$ cat config.mk
export PLATFORM = sky130hd
export DESIGN_NAME = ext_w_packer
export DESIGN_NICKNAME = d
export VERILOG_FILES = /design/src/rtl/ext_w_packer.sv
export SDC_FILE = /design/constraint.sdc
export NUM_CORES = 1
export LEC_CHECK = 0
export ABC_AREA = 1
export CAP_MARGIN = 40
export CORE_ASPECT_RATIO = 2
export CORE_MARGIN = 1.5
export CORE_UTILIZATION = 48
export CTS_CLUSTER_SIZE = 12
export DETAILED_ROUTE_END_ITERATION = 7
export PLACE_DENSITY = 0.83
export SLEW_MARGIN = 20
export SYNTH_ARGS = -nofsm -noshare
export SYNTH_HDL_FRONTEND = slang
export SYNTH_SLANG_ARGS = --single-unit
$ cat constraint.sdc
create_clock -name clk_i -period 3.9 [get_ports clk_i]
set_input_delay 0.585 -clock clk_i [delete_from_list [all_inputs] [get_ports clk_i]]
set_output_delay 0.585 -clock clk_i [all_outputs]
set_load 0.02 [all_outputs]
$ cat src/rtl/ext_w_packer.sv
// Write-data framing stage ahead of the external W-channel buffer: turns a burst command plus
// lane-aligned data words into registered AXI W beats. Optional sticky error flag: EXT_W_PACKER_ERR_EN.
module ext_w_packer #(
  parameter int unsigned DATA_WIDTH = 64,
  parameter int unsigned USER_WIDTH = 6,
  parameter int unsigned LEN_WIDTH  = 11,
  parameter int unsigned STRB_WIDTH = DATA_WIDTH / 8,
  parameter int unsigned OFFS_WIDTH = $clog2(STRB_WIDTH)
) (
  input  logic                  clk_i,
  input  logic                  rst_ni,
  input  logic                  cmd_valid_i,
  output logic                  cmd_ready_o,
  input  logic [OFFS_WIDTH-1:0] cmd_offs_i,
  input  logic [LEN_WIDTH-1:0]  cmd_len_i,
  input  logic [USER_WIDTH-1:0] cmd_user_i,
  input  logic                  in_valid_i,
  input  logic [DATA_WIDTH-1:0] in_data_i,
  output logic                  in_ready_o,
  output logic                  master_valid_o,
  output logic [DATA_WIDTH-1:0] master_data_o,
  output logic [STRB_WIDTH-1:0] master_strb_o,
  output logic [USER_WIDTH-1:0] master_user_o,
  output logic                  master_last_o,
  input  logic                  master_ready_i,
`ifdef EXT_W_PACKER_ERR_EN
  output logic                  err_o,
`endif
  output logic                  busy_o
);

  localparam int unsigned EndWidth  = LEN_WIDTH + 1;
  // One extra bit so the beat count of a maximum burst (256 plus offset spill) never wraps.
  localparam int unsigned BeatWidth = EndWidth - OFFS_WIDTH + 1;

  typedef enum logic [0:0] {StIdle, StBurst} state_e;

  state_e                state_q, state_d;
  logic [OFFS_WIDTH-1:0] offs_q;
  logic [OFFS_WIDTH-1:0] end_lo_q;
  logic [USER_WIDTH-1:0] user_q;
  logic [BeatWidth-1:0]  beats_q;
  logic                  first_q;

  logic [EndWidth-1:0]   cmd_end;
  logic [BeatWidth-1:0]  cmd_beats;
  logic                  cmd_accept;
  logic                  load;
  logic                  out_free;
  logic                  last_beat;
  logic [STRB_WIDTH-1:0] strb_first;
  logic [STRB_WIDTH-1:0] strb_last;

  assign cmd_end   = EndWidth'(cmd_offs_i) + EndWidth'(cmd_len_i);
  assign cmd_beats = BeatWidth'(cmd_end >> OFFS_WIDTH) + BeatWidth'(1);
  assign last_beat = (beats_q == BeatWidth'(1));
  assign out_free  = !master_valid_o || master_ready_i;

  assign strb_first = first_q ? ({STRB_WIDTH{1'b1}} << offs_q) : {STRB_WIDTH{1'b1}};
  assign strb_last  = last_beat ?
                      ({STRB_WIDTH{1'b1}} >> (OFFS_WIDTH'(STRB_WIDTH - 1) - end_lo_q)) :
                      {STRB_WIDTH{1'b1}};

  always_comb begin
    state_d     = state_q;
    cmd_ready_o = 1'b0;
    in_ready_o  = 1'b0;
    cmd_accept  = 1'b0;
    load        = 1'b0;
    case (state_q)
      StIdle: begin
        cmd_ready_o = 1'b1;
        if (cmd_valid_i) begin
          cmd_accept = 1'b1;
          state_d    = StBurst;
        end
      end
      StBurst: begin
        in_ready_o = out_free;
        if (in_valid_i && out_free) begin
          load = 1'b1;
          if (last_beat) state_d = StIdle;
        end
      end
      default: state_d = StIdle;
    endcase
  end

  always_ff @(posedge clk_i or negedge rst_ni) begin
    if (!rst_ni) state_q <= StIdle;
    else         state_q <= state_d;
  end

  always_ff @(posedge clk_i or negedge rst_ni) begin
    if (!rst_ni) begin
      offs_q   <= '0;
      end_lo_q <= '0;
      user_q   <= '0;
      beats_q  <= '0;
      first_q  <= 1'b0;
    end else if (cmd_accept) begin
      offs_q   <= cmd_offs_i;
      end_lo_q <= cmd_end[OFFS_WIDTH-1:0];
      user_q   <= cmd_user_i;
      beats_q  <= cmd_beats;
      first_q  <= 1'b1;
    end else if (load) begin
      beats_q  <= beats_q - BeatWidth'(1);
      first_q  <= 1'b0;
    end
  end

  // Output register: payload only changes on a load, so it is stable while stalled.
  always_ff @(posedge clk_i or negedge rst_ni) begin
    if (!rst_ni) begin
      master_valid_o <= 1'b0;
      master_data_o  <= '0;
      master_strb_o  <= '0;
      master_user_o  <= '0;
      master_last_o  <= 1'b0;
    end else if (load) begin
      master_valid_o <= 1'b1;
      master_data_o  <= in_data_i;
      master_strb_o  <= strb_first & strb_last;
      master_user_o  <= user_q;
      master_last_o  <= last_beat;
    end else if (master_ready_i) begin
      master_valid_o <= 1'b0;
    end
  end

  assign busy_o = (state_q == StBurst) || master_valid_o;

`ifdef EXT_W_PACKER_ERR_EN
  logic err_q;
  always_ff @(posedge clk_i or negedge rst_ni) begin
    if (!rst_ni) begin
      err_q <= 1'b0;
    end else if ((state_q == StIdle && in_valid_i) ||
                 (cmd_accept && (32'(cmd_beats) > 32'd256))) begin
      err_q <= 1'b1;
    end
  end
  assign err_o = err_q;
`endif

endmodule

==> results.yml, run 1 <==
status:
  status: "completed"
timing:
  tightest_slew_ns: 0.6573
  relSlewSlack_pct: 56.12
  finalMaxSlewViolations: 0
  clock-skew-final_ns: 0.008492
  fin_crit_sh_pct: 70.00
  rsz0062_at_grt: "no"
  fin_setup_tns_ns: 0
  hold_violations: 0
  fin_ws_ns: 1.170
  worst_hold_slack_ns: 0.1108
  post-route-min-period_ns: 2.730
  fmax_mhz: 366.3
  setup_violations: 0
synth:
  ys_seq_area_share_pct: 54.74
  netlist_top_cells_area: "dfrtp_1 (55%), nand2_1 (23%), inv_1 (3.0%)"
  yosys_warnings: 0
  yosys_most_used_dff: "dfrtp_1"
  synth_nets: 684
  synth_area_leader_cell: "dfrtp_1"
  ys_async_sr_fraction_pct: 100.0
  syn_area_um2: 4755
  synth_top_area_share_pct: 54.74
  synth_edf_count: 0
  ys_types: 36
  avgSynthCellArea_um2: 8.086
  ys_seq_elements: 104
  synth_cells: 588
die:
  die_w_um: 73.38
  start_util_pct: 49.02
  die_area_um2: 10550
  core-area_um2: 9699
  die_y_um: 143.8
  io-pin-count: 172
  rows: 51
grt:
  use_met3_pct: 3.997
  grt_util_met1_pct: 25.62
  grt_max_degree: 88
  grt-busiest-layer: "met2"
  antenna_found_initial: 0
  grt_usage_pct: 25.47
  met2_usage_pct: 47.61
  grt_overflow_total: 0
  grt_pass1_vias: 4350
  grt_pass1_wl_um: 20420
job:
  maxCapViolCount: 0
final_layout:
  fin_util_pct: 71.36
  area_delta_synth_final_pct: 45.58
  antenna_cells: 0
  area.sequential_um2: 2603
  drive_gt1_share_pct: 6.684
  nNetsFinal: 854
  final.fill_count: 763
  multi_input_area_um2: 1898
critical_path:
  cp-startpoint: "cmd_offs_i[0]"
  cp_data_required_time_ns: 4.13
  endpoint_kind: "register"
  r2r_start: "state_q"
  arrival_ns: 2.96
  path_class: "in2reg"
  worstSetupStartpointType: "input port"
  cp_max_fo: 6
power_and_ir_drop:
  p_leak_nw: 3.389
  ir_drop_v: 0.0002499
  p_per_area_nw_per_um2: 436.9
detailed_routing:
  dr_total_vias: 4477
  vias_per_cell: 5.002
  drtIter0Drc: 190
  drt-total-wl_um: 13050
  avgRoutedWirePerCell_um: 14.58
  drc: 0
  drtAntennaViolNets: 0
  drt_pass1_iterations: 5
clock_network:
  htree_levels: 3
  numCtsBuffers: 9
  cts_buffer_depth: 2
  cts_resized: 0
  post-cts-setup-buffers: 0
  clk_transition_reported_paths_ns: 0.07
  cts_tree: "done"
  holdBufCountCts: 0
  clockRootBuffer: "clkbuf_16"
  cts_sinks: 104
  clk_latency_ns: 0.34
placed_design:
  place_congestion: 0.8368
  place.port_buffers: 171
  post-place-ws_ns: 0.8396
  dp_hpwl_um: 9782
min_path:
  hold_path.class: "in2async"
==> where the power goes <==
part	internal, mW	total, mW	switching, mW
combinational	0.391	0.844	0.453
clock	0.446	0.854	0.408
sequential	1.23	1.33	0.0996
total	2.06	3.02	0.960
==> cell usage after synthesis, types with 3 or more instances <==
cell type / number
ha_1: 6
buf_2: 8
a21oi_1: 12
nor2_4: 5
xor2_1: 3
inv_1: 38
nand2_1: 292
nand2_2: 8
buf_1: 3
o21ai_0: 18
a22o_1: 3
inv_2: 5
nand3_1: 22
nor2_2: 3
nor2_1: 20
nand4_1: 5
dfrtp_1: 104
clkbuf_1: 8
==> registers in the layout, indices dropped and copies added (netlist names) <==
name / count
master_data_o: 64
beats_q: 10
master_strb_o: 8
master_user_o: 6
user_q: 6
end_lo_q: 3
offs_q: 3
first_q: 1
master_last_o: 1
master_valid_o: 1
state_q: 1
==> final cells by class <==
| cell class | instances | share of cell area (%) |
|---|---|---|
| clock buffer | 9 | 3.254 |
| clock inverter | 7 | 0.9219 |
| inverter | 44 | 2.386 |
| multi-input combinational | 420 | 27.42 |
| sequential | 104 | 37.60 |
| tap | 132 | 2.386 |
| timing repair buffer | 179 | 26.03 |
==> routing by layer <==
layer,part of all wire (%),wire length (µm)
met3,3.9,504
met5,0,0
met2,56,7357
met1,35,4563
met4,4.8,620
==> placed cells by master (no fill, tap or decap), types with 4 or more instances in the layout <==
cell type | netlist | routed
a21oi_1 | 12 | 12
buf_4 | 1 | 7
clkbuf_16 | 0 | 9
clkdlybuf4s50_1 | 0 | 170
dfrtp_1 | 104 | 104
ha_1 | 6 | 6
inv_1 | 38 | 38
inv_2 | 5 | 5
inv_6 | 0 | 4
nand2_1 | 292 | 292
nand2_2 | 8 | 8
nand3_1 | 22 | 22
nand4_1 | 5 | 5
nor2_1 | 20 | 20
nor2_4 | 5 | 5
o21ai_0 | 18 | 18
==> metrics by stage <==
step / cells / total power, mW / area, µm²
6_report: 895 / 3.024 / 6922
3_5_place_dp: 877 / 2.181 / 6585
3_3_place_gp: 877 / 2.145 / 6585
2_1_floorplan: 588 / 1.747 / 4755
4_1_cts: 893 / 3.044 / 6874
5_1_grt: 895 / 3.183 / 6922
==> cell families (layout without fill, tap and decap cells) <==
| kind of cell | count (synthesis) | after routing | synth area share [%] |
|---|---|---|---|
| fa+ha+maj | 7 | 7 | 2.000 |
| compound gates | 45 | 45 | 5.632 |
| buf+inv | 64 | 239 | 5.342 |
| simple gates | 365 | 365 | 31.74 |
| flops | 104 | 104 | 54.74 |
| xor+xnor | 3 | 3 | 0.5527 |
==> critical path: stages <==
cell and delay (ns):
clkdlybuf4s50_1 0.42, ha_1 0.26, fa_1 0.42, nand2_2 0.10, nand2_2 0.10, nand3_1 0.10
nand2_2 0.08, inv_1 0.07, ha_1 0.16, inv_1 0.05, nor2_2 0.20, inv_2 0.06
nor2_2 0.12, nor2_1 0.06, o21bai_1 0.12, inv_1 0.05
==> worst paths after layout <==
check	end	depth (start not counted)	slack (ns)
max reg2reg	master_data_o[18]	7	1.91
max	beats_q[4]	16	1.17
min	user_q[2]	1	0.11
max in group asynchronous	beats_q[4]	3	2.95
min reg2reg	master_data_o[15]	2	0.48
min in group clk_i	master_data_o[15]	2	0.48
(Power assumes the default switching activity.)
==> run 2: changes to the inputs <==
- CORE_UTILIZATION: 48 -> 41
- PLACE_DENSITY: 0.83 -> 0.75
- clock period: 3.9 -> 2.5 ns (I/O delays scaled with it)
==> run 2 against run 1 <==
- non-clock buffer count rose by 6
- sequential share of layout area decreased by 0.40 points
- hold slack worse by 0.049 ns
- wire length shrank 3.9%
- first-iteration DRC count up 37%
- register-to-register slack lost 1.2 ns
- critical path depth is the same
- critical path type unchanged
- critical endpoint unchanged
==> results.yml, run 2 (same netlist as run 1, synthesis figures left out) <==
critical_path:
  arrival_ns: 2.54
  cp_data_required_time_ns: 2.73
  path_class: "in2reg"
  worstSetupStartpointType: "input port"
  slowest_delay_ns: 0.43
  slowest_stage: "clkdlybuf4s50_1"
  endpoint_kind: "register"
  path_cells: "clkdlybuf4s50_1, ha_1, fa_2, nand2_2, nand2_2, nand3_1, nand2_2, inv_1, ha_1, inv_1, nor2_4, inv_2, nor2_2, nor2_1, o21bai_1, inv_1"
  cp_max_fo: 4
power_and_ir_drop:
  p_clk_share_pct: 29.6
  p_comb_share_pct: 27.3
  p_seq_share_pct: 43.1
  swShare_pct: 30.33
  ir_drop_v: 0.0003835
  p_int_mw: 3.347
  p_per_area_nw_per_um2: 686.6
  total_power_mw: 4.804
  p_leak_nw: 3.428
  power.switching_mw: 1.457
detailed_routing:
  drt_pass1_iterations: 4
  drtAntennaViolNets: 0
  vias_per_cell: 4.780
  drc: 0
  drtIter0Drc: 261
  top_layer_used: "met4"
  dr_wl_met3_um: 538
  drt-total-wl_um: 12540
  wl_met2_um: 7058
  dr_total_vias: 4355
  met1_length_um: 4547
  avgRoutedWirePerCell_um: 13.76
timing:
  finalMaxSlewViolations: 0
  tightest_slew_ns: 0.6409
  relSlewSlack_pct: 57.28
  fmax_mhz: 432.8
  setup_violations: 0
  worst_hold_slack_ns: 0.06178
  fin_crit_sh_pct: 92.43
  post-route-min-period_ns: 2.311
  rsz0062_at_grt: "no"
  hold_violations: 0
  clock-skew-final_ns: 0.01009
status:
  status: "completed"
placed_design:
  place.port_buffers: 171
  place_inst: 895
  dpl_cell_area_um2: 6683
  place_congestion: 0.8585
  dp_hpwl_um: 9514
grt:
  grt_pass1_wl_um: 20360
  grt_overflow_total: 0
  grt_usage_pct: 21.05
  grt_max_degree: 88
  grt_pass1_vias: 4390
  antenna_found_initial: 0
clock_network:
  post-cts-setup-buffers: 0
  clk_transition_reported_paths_ns: 0.07
  clockRootBuffer: "clkbuf_16"
  clk_latency_ns: 0.34
  htree_levels: 3
  numCtsBuffers: 9
  cts_tree: "done"
  cts_buffer_depth: 2
  cts_sinks: 104
final_layout:
  largest_register: "master_data_o"
  final_cell_mix: "nand2_1 (292), clkdlybuf4s50_1 (170), dfrtp_1 (104)"
  layout.cells.non_filler: 911
  final_common_cell: "nand2_1"
  largest_reg_flops: 64
  antenna_cells: 0
  drive_gt1_share_pct: 7.412
  stdcell_area_um2: 6997
  area_delta_synth_final_pct: 47.16
  top_regs: "master_data_o x64, beats_q x10, master_strb_o x8"
  nNetsFinal: 860
die:
  core-area_um2: 11290
  rows: 55
  die_area_um2: 12290
  io-pin-count: 172
  die_w_um: 79.15
  start_util_pct: 42.13
  die_y_um: 155.3
job:
  maxCapViolCount: 0
min_path:
  hold_path.class: "in2async"
## run 2: worst paths after layout
| check | start | to | slack, ns | cells after the start |
|---|---|---|---|---|
| worst max-delay path | cmd_offs_i[0] | beats_q[4] | 0.19 | 16 |
| worst min-delay path | rst_ni | master_data_o[61] | 0.06 | 1 |
| worst max register to register | state_q | beats_q[7] | 0.68 | 11 |
| worst min register to register | user_q[2] | master_user_o[2] | 0.47 | 2 |
| max in group asynchronous | rst_ni | master_data_o[32] | 1.78 | 2 |
| min in group clk_i | user_q[2] | master_user_o[2] | 0.47 | 2 |
## run 2: power by group through the flow
stage          Combinational (mW)  Clock (mW)  Sequential (mW)
2_1_floorplan               0.433           0             2.29
6_report                     1.31        1.42             2.07
4_1_cts                      1.33        1.45             2.07
3_3_place_gp                 1.29           0             2.08
5_1_grt                      1.44        1.52             2.10
3_5_place_dp                 1.32           0             2.10
## run 2: worst max-delay path, delay by kind of cell
family	cells	cell delay, ns
simple gates	7	0.63
buf+inv	5	0.65
compound gates	1	0.12
fa+ha+maj	3	0.77
## run 2: metal layers
metal  vias up  track usage [%]
met1      2008            22.77
met5         -                0
li1       2179                -
met2       137            39.85
met4         0            9.440
met3        31            2.346
## run 2: per-stage QoR
| stage | utilization (%) | TNS, ns | setup slack, ns |
|---|---|---|---|
| 2_1_floorplan | - | 0 | 0.3200 |
| 3_3_place_gp | 59.21 | -0.4164 | -0.1514 |
| 3_5_place_dp | 59.21 | -0.9809 | -0.2564 |
| 4_1_cts | 61.93 | 0 | 0.1085 |
| 5_1_grt | 62.00 | 0 | 0.01345 |
| 6_report | 62.00 | 0 | 0.1893 |
## run 2: cell type report
type / instances / area [µm²]
clock buffers: 11 / 242.7
clock inverters: 5 / 63.81
fillers: 949 / 4289
inverters: 44 / 165.2
multi-input cells: 420 / 1906
flip-flops and latches: 104 / 2603
well taps: 142 / 177.7
repair buffers: 185 / 1839
## run 2: timing repair
| action | CTS | global route |
|---|---|---|
| endpoints found under the setup margin | 0 | 4 |
| resized for setup | 0 | 2 |
| hold buffers | 0 | 0 |
==> run 3: changes to the inputs <==
- CORE_MARGIN: 1.5 -> 3
==> run 3 against run 2 <==
- final cell count rose by 0.22%
- wire length rose by 1.5%
- global-route usage fell by 1.1 points
- die area rose by 5.8%
- critical path type unchanged
- highest routed layer unchanged
==> results.yml, run 3 (same netlist as run 1, synthesis figures left out) <==
timing:
  relSlewSlack_pct: 70.00
  fmax_mhz: 437.6
  hold_violations: 0
  post-route-min-period_ns: 2.285
  setup_violations: 0
  fin_setup_tns_ns: 0
  tightest_slew_ns: 0.4500
  worst_hold_slack_ns: 0.4721
  rsz0062_at_grt: "no"
  fin_ws_ns: 0.2146
  finalMaxSlewViolations: 0
  fin_crit_sh_pct: 91.42
  clock-skew-final_ns: 0.01170
clock_network:
  cts_tree: "done"
  clk_transition_reported_paths_ns: 0.08
  cts_sinks: 104
  clockRootBuffer: "clkbuf_16"
  cts_buffer_depth: 2
  post-cts-setup-buffers: 0
  numCtsBuffers: 9
  clk_latency_ns: 0.35
  htree_levels: 3
final_layout:
  final_common_cell: "nand2_1"
  largest_register: "master_data_o"
  final_cell_mix: "nand2_1 (292), clkdlybuf4s50_1 (170), dfrtp_1 (104)"
  antenna_cells: 0
  largest_reg_flops: 64
  top_regs: "master_data_o x64, beats_q x10, master_strb_o x8"
  fin_util_pct: 61.55
  layout.cells.non_filler: 913
  nNetsFinal: 862
  stdcell_area_um2: 6989
  area_delta_synth_final_pct: 47.00
  drive_gt1_share_pct: 7.652
power_and_ir_drop:
  total_power_mw: 4.749
  p_per_area_nw_per_um2: 679.5
  ir_drop_v: 0.0003845
  p_leak_nw: 3.422
detailed_routing:
  vias_per_cell: 4.782
  drtAntennaViolNets: 0
  drt-total-wl_um: 12720
  dr_total_vias: 4366
  drtIter0Drc: 165
  drt_pass1_iterations: 5
  drc: 0
  avgRoutedWirePerCell_um: 13.93
die:
  io-pin-count: 172
  die_area_um2: 13000
  die_y_um: 158.3
  die_w_um: 82.15
  core-area_um2: 11350
  rows: 55
  start_util_pct: 41.87
grt:
  grt_pass1_vias: 4349
  antenna_found_initial: 0
  grt_pass1_wl_um: 20020
  grt_max_degree: 45
  grt_usage_pct: 19.93
  grt_overflow_total: 0
placed_design:
  dp_hpwl_um: 9940
  dpl_cell_area_um2: 6678
  place.port_buffers: 171
  post-place-ws_ns: -0.2457
  place_inst: 896
  place_congestion: 0.8499
job:
  maxCapViolCount: 0
critical_path:
  endpoint_kind: "register"
  worstSetupStartpointType: "input port"
  cp_data_required_time_ns: 2.73
  cp_max_fo: 4
  arrival_ns: 2.52
  path_class: "in2reg"
min_path:
  hold_path.class: "reg2reg"
status:
  status: "completed"
-- run 3: routing by layer --
metal | global-route usage, % | routed length [µm] | vias to the layer above
li1 | - | - | 2187
met5 | 0 | 0 | -
met2 | 38.09 | 7161 | 121
met4 | 9.113 | 374 | 0
met3 | 3.058 | 593 | 27
met1 | 20.37 | 4593 | 2031
-- run 3: layout make-up --
class / instances / area, µm²
Inverter: 44 / 165.2
Multi-Input combinational cell: 420 / 1906
Fill cell: 984 / 4365
Clock inverter: 7 / 68.82
Tap cell: 142 / 177.7
Sequential cell: 104 / 2603
Clock buffer: 9 / 225.2
Timing Repair Buffer: 187 / 1844
-- run 3: timing repair --
action / in CTS / in global routing
endpoints found under the setup margin: 0 / 3
hold buffers: 1 / 0
endpoints found under the hold margin: 33 / 0
resized for setup: 0 / 2
-- run 3: report_power, final --
group / leakage, nW / internal [mW] / switching, mW
clock: 0.143 / 0.703 / 0.663
sequential: 1.25 / 1.91 / 0.157
combinational: 2.03 / 0.617 / 0.694
total: 3.42 / 3.23 / 1.52
-- run 3: final timing paths --
path,slack [ns],startpoint,depth (start not counted),endpoint
min,0.47,user_q[1],2,master_user_o[1]
max,0.21,cmd_offs_i[0],16,beats_q[4]
min reg2reg,0.47,user_q[1],2,master_user_o[1]
max reg2reg,0.61,state_q,11,beats_q[7]
min in group asynchronous,0.51,rst_ni,2,master_data_o[25]
max in group asynchronous,1.20,rst_ni,3,master_data_o[63]
-- run 3: critical path, cell delays in order --
cell and delay [ns]:
clkdlybuf4s50_1 0.43, ha_1 0.25, fa_2 0.36, nand2_2 0.09, nand2_2 0.06, nand3_1 0.08, nand2_2 0.06, inv_1 0.05
ha_1 0.16, inv_1 0.07, nor2_4 0.14, inv_2 0.04, nor2_2 0.12, nor2_1 0.06, o21bai_1 0.12, inv_1 0.05
